--- config.mk ---
export PLATFORM = sky130hd
export DESIGN_NAME = alu_issue
export DESIGN_NICKNAME = d
export VERILOG_FILES = /design/src/rtl/alu_issue.sv
export SDC_FILE = /design/constraint.sdc
export NUM_CORES = 1
export LEC_CHECK = 0
export BUFFER_PORTS_ARGS = -buffer_cell sky130_fd_sc_hd__buf_4
export CAP_MARGIN = 40
export CORE_MARGIN = 3
export CORE_UTILIZATION = 40
export DETAILED_ROUTE_END_ITERATION = 10
export GPL_ROUTABILITY_DRIVEN = 0
export SYNTH_ARGS = -nofsm -noshare
export SYNTH_HDL_FRONTEND = slang
export SYNTH_SLANG_ARGS = --single-unit
--- constraint.sdc ---
create_clock -name clk -period 14.4 [get_ports clk]
set_input_delay 2.16 -clock clk [delete_from_list [all_inputs] [get_ports clk]]
set_output_delay 2.16 -clock clk [all_outputs]
set_load 0.02 [all_outputs]
--- src/rtl/alu_issue.sv ---
// ============================================================================
// Module   : alu_issue
// Purpose  : Issue stage ahead of the ALU. Decodes RV32I OP, OP-IMM, BRANCH,
//            LUI and AUIPC into an aluop/src0/src1 micro-op and registers it
//            behind a valid/ready handshake, optionally with a skid entry.
// Revision : 1.0 - initial release
// ============================================================================
`default_nettype none

module alu_issue #(
  parameter int SKID = 1
) (
  input  logic        clk,
  input  logic        rst,
  input  logic        in_valid,
  output logic        in_ready,
  input  logic [31:0] in_instr,
  input  logic [31:0] in_pc,
  input  logic [31:0] in_rs1_data,
  input  logic [31:0] in_rs2_data,
  output logic        out_valid,
  input  logic        out_ready,
  output logic [3:0]  out_aluop,
  output logic [31:0] out_src0,
  output logic [31:0] out_src1,
  output logic        out_is_branch,
  output logic [31:0] out_target,
  output logic [4:0]  out_rd,
  output logic        out_wb_en,
  output logic        out_illegal
);

  // ALU opcodes; branch codes are chosen so that ALU flag (result==0) = taken.
  localparam logic [3:0] ALU_ADD = 4'b0000;
  localparam logic [3:0] ALU_SUB = 4'b0001;
  localparam logic [3:0] ALU_SLT = 4'b0010;
  localparam logic [3:0] ALU_XOR = 4'b0011;
  localparam logic [3:0] ALU_AND = 4'b0100;
  localparam logic [3:0] ALU_OR  = 4'b0101;
  localparam logic [3:0] ALU_SLL = 4'b0110;
  localparam logic [3:0] ALU_SRL = 4'b0111;
  localparam logic [3:0] ALU_SRA = 4'b1000;
  localparam logic [3:0] ALU_BNE = 4'b1001;
  localparam logic [3:0] ALU_BLT = 4'b1010;
  localparam logic [3:0] ALU_BGE = 4'b1011;

  localparam logic [6:0] OPC_OP     = 7'b0110011;
  localparam logic [6:0] OPC_OP_IMM = 7'b0010011;
  localparam logic [6:0] OPC_LUI    = 7'b0110111;
  localparam logic [6:0] OPC_AUIPC  = 7'b0010111;
  localparam logic [6:0] OPC_BRANCH = 7'b1100011;

  localparam logic [6:0] F7_BASE = 7'b0000000;
  localparam logic [6:0] F7_ALT  = 7'b0100000;

  typedef struct packed {
    logic [3:0]  aluop;
    logic [31:0] src0;
    logic [31:0] src1;
    logic        is_branch;
    logic [31:0] target;
    logic [4:0]  rd;
    logic        wb_en;
    logic        illegal;
  } uop_t;

  logic [6:0]  opcode;
  logic [2:0]  funct3;
  logic [6:0]  funct7;
  logic [31:0] imm_i;
  logic [31:0] imm_u;
  logic [31:0] imm_b;
  logic [31:0] shamt;
  uop_t        dec;
  logic        in_xfer;
  uop_t        out_q;
  logic        out_valid_q;

  assign opcode = in_instr[6:0];
  assign funct3 = in_instr[14:12];
  assign funct7 = in_instr[31:25];
  assign imm_i  = {{20{in_instr[31]}}, in_instr[31:20]};
  assign imm_u  = {in_instr[31:12], 12'b0};
  assign imm_b  = {{19{in_instr[31]}}, in_instr[31], in_instr[7],
                   in_instr[30:25], in_instr[11:8], 1'b0};
  assign shamt  = {27'b0, in_instr[24:20]};

  // Decode the incoming instruction into a micro-op; illegal encodings are
  // squashed to a harmless ADD 0,0 with no writeback and no branch.
  always_comb begin
    logic [3:0]  aluop;
    logic [31:0] src0;
    logic [31:0] src1;
    logic        is_branch;
    logic        wb_cand;
    logic        illegal;
    aluop     = ALU_ADD;
    src0      = 32'b0;
    src1      = 32'b0;
    is_branch = 1'b0;
    wb_cand   = 1'b0;
    illegal   = 1'b0;
    case (opcode)
      OPC_OP: begin
        src0    = in_rs1_data;
        src1    = in_rs2_data;
        wb_cand = 1'b1;
        case (funct3)
          3'b000: begin
            if (funct7 == F7_BASE)     aluop = ALU_ADD;
            else if (funct7 == F7_ALT) aluop = ALU_SUB;
            else                       illegal = 1'b1;
          end
          3'b001: begin aluop = ALU_SLL; illegal = (funct7 != F7_BASE); end
          3'b010: begin aluop = ALU_SLT; illegal = (funct7 != F7_BASE); end
          3'b100: begin aluop = ALU_XOR; illegal = (funct7 != F7_BASE); end
          3'b101: begin
            if (funct7 == F7_BASE)     aluop = ALU_SRL;
            else if (funct7 == F7_ALT) aluop = ALU_SRA;
            else                       illegal = 1'b1;
          end
          3'b110: begin aluop = ALU_OR;  illegal = (funct7 != F7_BASE); end
          3'b111: begin aluop = ALU_AND; illegal = (funct7 != F7_BASE); end
          default: illegal = 1'b1;  // SLTU is not supported by the ALU
        endcase
      end
      OPC_OP_IMM: begin
        src0    = in_rs1_data;
        src1    = imm_i;
        wb_cand = 1'b1;
        case (funct3)
          3'b000: aluop = ALU_ADD;
          3'b010: aluop = ALU_SLT;
          3'b100: aluop = ALU_XOR;
          3'b110: aluop = ALU_OR;
          3'b111: aluop = ALU_AND;
          3'b001: begin
            src1    = shamt;
            aluop   = ALU_SLL;
            illegal = (funct7 != F7_BASE);
          end
          3'b101: begin
            src1 = shamt;
            if (funct7 == F7_BASE)     aluop = ALU_SRL;
            else if (funct7 == F7_ALT) aluop = ALU_SRA;
            else                       illegal = 1'b1;
          end
          default: illegal = 1'b1;  // SLTIU
        endcase
      end
      OPC_LUI: begin
        src1    = imm_u;
        wb_cand = 1'b1;
      end
      OPC_AUIPC: begin
        src0    = in_pc;
        src1    = imm_u;
        wb_cand = 1'b1;
      end
      OPC_BRANCH: begin
        src0      = in_rs1_data;
        src1      = in_rs2_data;
        is_branch = 1'b1;
        case (funct3)
          3'b000:  aluop = ALU_SUB;   // BEQ: difference is zero when taken
          3'b001:  aluop = ALU_BNE;
          3'b100:  aluop = ALU_BLT;
          3'b101:  aluop = ALU_BGE;
          default: illegal = 1'b1;    // unsigned compares unsupported
        endcase
      end
      default: illegal = 1'b1;
    endcase

    if (illegal) begin
      aluop     = ALU_ADD;
      src0      = 32'b0;
      src1      = 32'b0;
      is_branch = 1'b0;
      wb_cand   = 1'b0;
    end

    dec.aluop     = aluop;
    dec.src0      = src0;
    dec.src1      = src1;
    dec.is_branch = is_branch;
    dec.target    = in_pc + imm_b;
    dec.rd        = in_instr[11:7];
    dec.wb_en     = wb_cand & (in_instr[11:7] != 5'd0);
    dec.illegal   = illegal;
  end

  assign in_xfer = in_valid & in_ready;

  generate
    if (SKID != 0) begin : g_skid
      uop_t skid_q;
      logic skid_valid_q;

      // in_ready comes straight from a flop so it never depends on out_ready.
      assign in_ready = ~skid_valid_q;

      // Output register with one skid entry catching the word accepted
      // while the output is stalled; the skid drains first to keep order.
      always_ff @(posedge clk or posedge rst) begin
        if (rst) begin
          out_q        <= '0;
          out_valid_q  <= 1'b0;
          skid_q       <= '0;
          skid_valid_q <= 1'b0;
        end else if (~out_valid_q | out_ready) begin
          if (skid_valid_q) begin
            out_q        <= skid_q;
            out_valid_q  <= 1'b1;
            skid_valid_q <= 1'b0;
          end else if (in_xfer) begin
            out_q       <= dec;
            out_valid_q <= 1'b1;
          end else begin
            out_valid_q <= 1'b0;
          end
        end else if (in_xfer) begin
          skid_q       <= dec;
          skid_valid_q <= 1'b1;
        end
      end
    end else begin : g_noskid
      assign in_ready = ~out_valid_q | out_ready;

      // Single output register: load on accept, clear once consumed.
      always_ff @(posedge clk or posedge rst) begin
        if (rst) begin
          out_q       <= '0;
          out_valid_q <= 1'b0;
        end else if (in_xfer) begin
          out_q       <= dec;
          out_valid_q <= 1'b1;
        end else if (out_ready) begin
          out_valid_q <= 1'b0;
        end
      end
    end
  endgenerate

  assign out_valid     = out_valid_q;
  assign out_aluop     = out_q.aluop;
  assign out_src0      = out_q.src0;
  assign out_src1      = out_q.src1;
  assign out_is_branch = out_q.is_branch;
  assign out_target    = out_q.target;
  assign out_rd        = out_q.rd;
  assign out_wb_en     = out_q.wb_en;
  assign out_illegal   = out_q.illegal;

endmodule

`default_nettype wire

==> reports/qor.csv, run 1 <==
stage,metric,value,unit
die,chipHeight,177.4,um
clock_tree,post-cts-setup-buffers,0,
synth,async_flop_share,100.0,%
pwr,power.density,115.0,nW/um2
clock_tree,cts_root_buf,clkbuf_16,
worst_setup_path,critical_path_class,in -> reg,
worst_setup_path,crit_required,14.77,ns
detailed_routing,vias,10330,
sta,skew,0.01700,ns
die,die_area,31470,um2
die,dieWidth,177.4,um
place,placed_area,13860,um2
synth,syn_nets,1441,
global_routing,grt_overflow,0,
global_routing,grt_pass1_wl,56220,um
clock_tree,cts_buffers,25,
synth,synth_edf_count,0,
worst_setup_path,crit_chain,buf_4 -> nand3b_1 -> or2_4 -> nor3_1 -> a311o_2 -> nor2_8 -> a22oi_1 -> o21ai_0,
detailed_routing,drt.antenna.violating_nets,0,
worst_setup_path,regToRegSetupSlack,10.86,ns
sta,tightestPinTransition,0.9028,ns
pwr,fin_total_pwr,1.685,mW
detailed_routing,drt_iter0_markers,775,
detailed_routing,drc,0,
sta,period_needed,4.572,ns
place,dp.cells,1816,
synth,ys_warn_count,0,
synth,synth.area.top_cells,"dfrtp_1 (46%), nand2_1 (6.8%), a21oi_1 (5.3%), o21ai_0 (4.7%), o21ai_1 (3.8%)",
cells_and_area,final_util,50.75,%
cells_and_area,seqCellArea,5459,um2
sta,drv_slew,0,
hold_path,min_path_type,reg -> reg,
cells_and_area,synthToLayoutAreaGrowth,24.60,%
pwr,leakage,6.734,nW
die,pin_count,242,
pwr,pwr-share-clk,36.5,%
worst_setup_path,end_kind,register,
synth,synthMostInstantiatedCell,dfrtp_1,
sta,fin_crit_sh,31.75,%
die,start_util,40.73,%
clock_tree,cts.clk_slew.worst_paths,0.06,ns
place,port_buffers,241,
worst_setup_path,timing.rr.start,g_skid.skid_valid_q,
place,dp_slack,9.329,ns
clock_tree,clk_latency,0.53,ns
global_routing,groute.usage.overall,22.35,%
detailed_routing,wl_per_cell,19.49,um
pwr,p_sw,520.1,uW
die,core,28860,um2
sta,tns,0,ns
worst_setup_path,cp-start-kind,input port,
cells_and_area,design_area,14640,um2
clock_tree,cts_htree_levels,1,
cells_and_area,antenna_cells,0,
synth,synthTopCellsByCount,"dfrtp_1 (218), nand2_1 (213), a21oi_1 (124)",
cells_and_area,nets,1622,
synth,synthFlopType,dfrtp_1,
run,maxCapViolCount,0,
synth,netlist_area,11750,um2
hold_path,hold_path_end,g_skid.skid_q[15],
clock_tree,numClockSinks,218,
detailed_routing,routed_wl,36290,um
place,place_hpwl,25730,um
sta,timing.hold.ws,0.4734,ns
worst_setup_path,slowest_stage,a311o_2,
pwr,irDropWorstVdd,0.00007692,V
worst_setup_path,r2r-end,g_skid.skid_q[57],
sta,final-setup-viol-count,0,
pwr,swShare,30.87,%
die,std_cell_rows,62,
synth,yosys.area.top_type,dfrtp_1,
worst_setup_path,reg2regPathDepth,7,
detailed_routing,viasPerCell,5.548,
cells_and_area,multiInputGateArea,5824,um2
cells_and_area,drive_above_1_share,24.36,%
sta,hold_viol,0,
global_routing,grt_max_degree,93,
synth,synth_top_cell_area_share,46.42,%
clock_tree,tritoncts,yes,
global_routing,grt_antenna_before_repair,0,
cells_and_area,fill_cells,2726,
worst_setup_path,cp-startpoint,in_instr[3],
worst_setup_path,crit_fanout,42,
pwr,power_frac_seq,42.5,%
sta,setup_slack,9.828,ns
global_routing,grt_pass1_vias,10040,
hold_path,hold_path_startpoint,g_skid.skid_q[15],
synth,synth-seq-area-share,46.42,%
sta,fmax,218.7,MHz
clock_tree,cts-hold-fix-buffers,0,
run_status,outcome,"complete, no violations",
sta,slew_headroom,39.81,%
cells_and_area,fin_cells,1862,
synth,synthCells,1278,
sta,rsz0062_at_grt,false,
synth,synth_area_per_cell,9.196,um2
pwr,combinationalPowerShare,21.0,%
pwr,internal-power,1.164,mW
worst_setup_path,cpPeakStageDelay,0.86,ns
clock_tree,cts.path.max_buffers,3,
worst_setup_path,cp.arrival,4.95,ns
synth,synth.distinct_cells,69,
clock_tree,cts-resized-gates,0,
detailed_routing,drt_first_pass_iters,5,
synth,synth-seq-cells,218,
hold_path,worstHoldPathCells,2,
==> registers in the layout (all words and copies together), names as in the netlist <==
signal,flops
g_skid.skid_q,108
out_rd,5
g_skid.skid_valid_q,1
out_wb_en,1
out_target,32
out_valid,1
out_src1,32
out_is_branch,1
out_src0,32
out_aluop,4
out_illegal,1
==> layer usage <==
metal  up-vias  share of wire (%)  global-route usage, %
li1       4993                  -                      -
met1      4912                 43                  30.56
met2       364                 47                  36.32
met3        62                6.9                  3.701
met4         0                3.2                  7.101
met5         -                  0                      0
==> cells by family after synthesis <==
logic type	Yosys count	synth area share, %
buffers and inverters	113	4.163
AND/OR/NAND/NOR	366	14.34
AO/OA/AOI/OAI	500	27.67
flip-flops	218	46.42
XOR/XNOR	30	2.236
multiplexers	20	1.810
adder cells (fa/ha/maj)	31	3.364
==> cells in the final DEF, fill, tap and decap left out, types with 3 or more instances in the layout <==
cell / netlist / routed
buf_4: 0 / 249
a21oi_1: 124 / 124
a31oi_1: 8 / 8
and2_1: 6 / 6
clkinv_2: 0 / 6
dfrtp_1: 218 / 217
inv_1: 10 / 9
nor2_1: 42 / 42
clkbuf_16: 0 / 25
o21ai_1: 89 / 88
nand4_1: 10 / 10
nor3_1: 8 / 8
and3_1: 51 / 50
o211ai_1: 9 / 9
xor2_1: 15 / 15
o21ai_0: 110 / 110
o21a_1: 6 / 6
or3_1: 4 / 4
a41oi_1: 3 / 3
o22ai_1: 4 / 4
mux2_2: 10 / 10
nand3_1: 9 / 9
a311oi_1: 40 / 40
mux2i_1: 10 / 10
xnor2_1: 15 / 15
nand2_1: 213 / 213
a22oi_1: 9 / 9
nand2b_1: 5 / 4
a21o_1: 33 / 33
buf_16: 0 / 5
a22oi_2: 28 / 28
nand3b_1: 3 / 3
ha_1: 30 / 30
clkbuf_1: 72 / 6
o31ai_1: 8 / 8
clkbuf_8: 0 / 6
a22o_1: 6 / 6
==> worst max path at each step <==
stage,endpoint,slack (ns),depth (start not counted)
global route,g_skid.skid_q[99],9.64,8
global placement,g_skid.skid_q[56],9.04,7
detailed placement,g_skid.skid_q[99],9.33,8
floorplan,g_skid.skid_q[0],6.28,1
finish,out_src0[27],9.83,8
CTS,out_src0[27],9.87,8
==> power groups by stage <==
stage	registers [mW]	clock network, mW	logic [mW]
2_1_floorplan	0.749	0	0.176
3_3_place_gp	0.726	0	0.348
3_5_place_dp	0.728	0	0.357
4_1_cts	0.717	0.628	0.358
5_1_grt	0.723	0.656	0.389
6_report	0.716	0.614	0.354
==> worst max-delay path: cells and delay by family <==
| kind | cells | cell delay, ns |
|---|---|---|
| AOI/OAI and AO/OA | 3 | 1.37 |
| buffers and inverters | 1 | 0.11 |
| and+or+nand+nor | 4 | 1.26 |
==> cell type report <==
cell class / instances / share of cell area, %
clock inverters: 9 / 0.3674
repair buffers: 256 / 13.98
flip-flops and latches: 218 / 37.28
clock buffers: 37 / 4.990
multi-input cells: 947 / 39.77
inverters: 11 / 0.3332
well taps: 384 / 3.281
(Power assumes the default switching activity.)
==> run 2: changes to the inputs <==
==> constraint.sdc (replaced) <==
create_clock -name clk -period 3.8 [get_ports clk]
set_input_delay 0.57 -clock clk [delete_from_list [all_inputs] [get_ports clk]]
set_output_delay 0.57 -clock clk [all_outputs]
set_load 0.02 [all_outputs]
==> run 2 against run 1 <==
Effect of this change:
- via count grew 0.45%
- highest routed layer unchanged
- clock-buffer cell count shrank 1
- critical path depth grew 2
- worst setup slack lost 8.7 ns
- register-to-register slack lost 9.1 ns
- largest cell class unchanged
- core utilization grew 0.51 points
- critical path type unchanged
- design area grew 1.0%
- sequential power grew to 3.8 times the previous value
==> reports/qor.csv, run 2 (synthesis gave the netlist of run 1 again) <==
stage,metric,value,unit,change
die,pin_count,242,,unchanged
place,port_buffers,241,,unchanged
sta,fmax,378.8,MHz,
cells_and_area,drive_above_1_share,25.15,%,+0.79 points
clock_tree,clk_latency,0.52,ns,about the same
cells_and_area,largest_reg_flops,108,,unchanged
detailed_routing,viasPerCell,5.546,,about the same
run_status,outcome,"complete, no violations",,
sta,fin_crit_sh,69.47,%,
sta,skew,0.009099,ns,-0.007896 ns
clock_tree,post-cts-setup-buffers,0,,unchanged
global_routing,grt_pass1_wl,56880,um,+1.2%
global_routing,grt_overflow,0,,unchanged
clock_tree,cts-resized-gates,0,,unchanged
detailed_routing,drt_first_pass_iters,5,,unchanged
die,die_area,31470,um2,unchanged
pwr,leakage,6.826,nW,+1.4%
clock_tree,cts-hold-fix-buffers,0,,unchanged
cells_and_area,synthToLayoutAreaGrowth,25.86,%,
global_routing,grt_max_degree,132,,+42%
cells_and_area,layout_commonest_cell,buf_4,,
detailed_routing,routed_wl,36810,um,+1.4%
worst_setup_path,end_kind,register,,
die,chipHeight,177.4,um,unchanged
sta,tightestPinTransition,0.8417,ns,-0.06113 ns
cells_and_area,layout_common_cells,"buf_4 (256), dfrtp_1 (217), nand2_1 (212)",,
detailed_routing,drt.antenna.violating_nets,0,,unchanged
die,dieWidth,177.4,um,unchanged
worst_setup_path,cp.arrival,3.02,ns,-1.93 ns
detailed_routing,wl_per_cell,19.68,um,+0.94%
clock_tree,cts_root_buf,clkbuf_16,,
place,place_hpwl,25870,um,+0.55%
global_routing,grt_antenna_before_repair,0,,unchanged
sta,tns,0,ns,unchanged
cells_and_area,fin_cells,1871,,+0.48%
run,maxCapViolCount,0,,unchanged
global_routing,groute.usage.overall,22.70,%,+0.35 points
sta,period_needed,2.640,ns,
die,core,28860,um2,unchanged
clock_tree,cts_buffers,26,,+4.0%
cells_and_area,nets,1630,,+0.49%
detailed_routing,drt_iter0_markers,690,,-11%
cells_and_area,top_register,g_skid.skid_q,,
die,start_util,40.73,%,unchanged
clock_tree,cts.path.max_buffers,3,,unchanged
detailed_routing,vias,10380,,+0.45%
global_routing,grt_pass1_vias,10210,,+1.8%
clock_tree,cts_htree_levels,1,,unchanged
sta,final-setup-viol-count,0,,unchanged
detailed_routing,drc,0,,unchanged
clock_tree,tritoncts,yes,,
clock_tree,numClockSinks,218,,unchanged
die,std_cell_rows,62,,unchanged
worst_setup_path,crit_required,4.18,ns,-10.59 ns
sta,rsz0062_at_grt,false,,
pwr,power.density,452.1,nW/um2,+290%
place,dp.cells,1823,,+0.39%
worst_setup_path,critical_path_class,in -> reg,,
sta,slew_headroom,43.77,%,+4.0 points
clock_tree,cts.clk_slew.worst_paths,0.06,ns,about the same
worst_setup_path,crit_fanout,6,,-86%
worst_setup_path,cp-start-kind,input port,,
sta,drv_slew,0,,unchanged
sta,hold_viol,0,,unchanged
sta,timing.hold.ws,0.2148,ns,-0.2586 ns
cells_and_area,antenna_cells,0,,unchanged
hold_path,min_path_type,in -> async,,
pwr,irDropWorstVdd,0.0002877,V,+270%
run 2: worst max-delay path, cell delays in order:
cell and delay (ns):
buf_4 0.14, ha_1 0.37, nand3_1 0.10, o211ai_1 0.38, nand4_1 0.27, a21oi_2 0.39, nand2b_1 0.22, a41oi_1 0.16
xor2_1 0.27, o21ai_0 0.14
run 2: final cells by class:
cell class,instances,area [um2]
clock buffer,36,779.5
clock inverter,12,138.9
fill,2750,14070
inverter,11,45.04
multi-input combinational,947,5827
sequential,218,5459
tap,384,480.5
timing repair buffer,263,2062
run 2: layer usage:
metal	routed length, um	up-vias	GRT usage, %
met5	0	-	0
met4	1241	0	7.723
met3	2603	53	4.322
met2	17040	359	37.43
met1	15930	4947	30.01
li1	-	5018	-
run 2: worst paths after layout:
kind                                      from  slack, ns  cells past startpoint                 end
max                                   in_pc[3]       1.16                     10      out_target[22]
max in group asynchronous                  rst       2.77                      3        out_src0[13]
min in group clk                      in_valid       0.31                      3           out_valid
max reg2reg                g_skid.skid_valid_q       1.74                      5        out_src0[28]
min reg2reg                 g_skid.skid_q[101]       0.47                      2  g_skid.skid_q[101]
min                                        rst       0.21                      2         out_src1[3]
run 2: stage by stage:
step / worst slack [ns] / total power [mW] / cell area, um2 / util, %
CTS: 1.192 / 6.769 / 14790 / 51.26
global placement: 0.7249 / 4.098 / 13870 / 48.07
finish: 1.160 / 6.688 / 14790 / 51.26
floorplan: 0.3899 / 3.503 / 11760 / -
detailed placement: 0.6402 / 4.118 / 13870 / 48.07
global route: 0.9788 / 7.012 / 14790 / 51.26
run 2: power breakdown:
group	internal, mW	total, mW	switching (mW)
sequential	2.56	2.70	0.142
combinational	0.531	1.37	0.835
clock	1.63	2.62	0.995
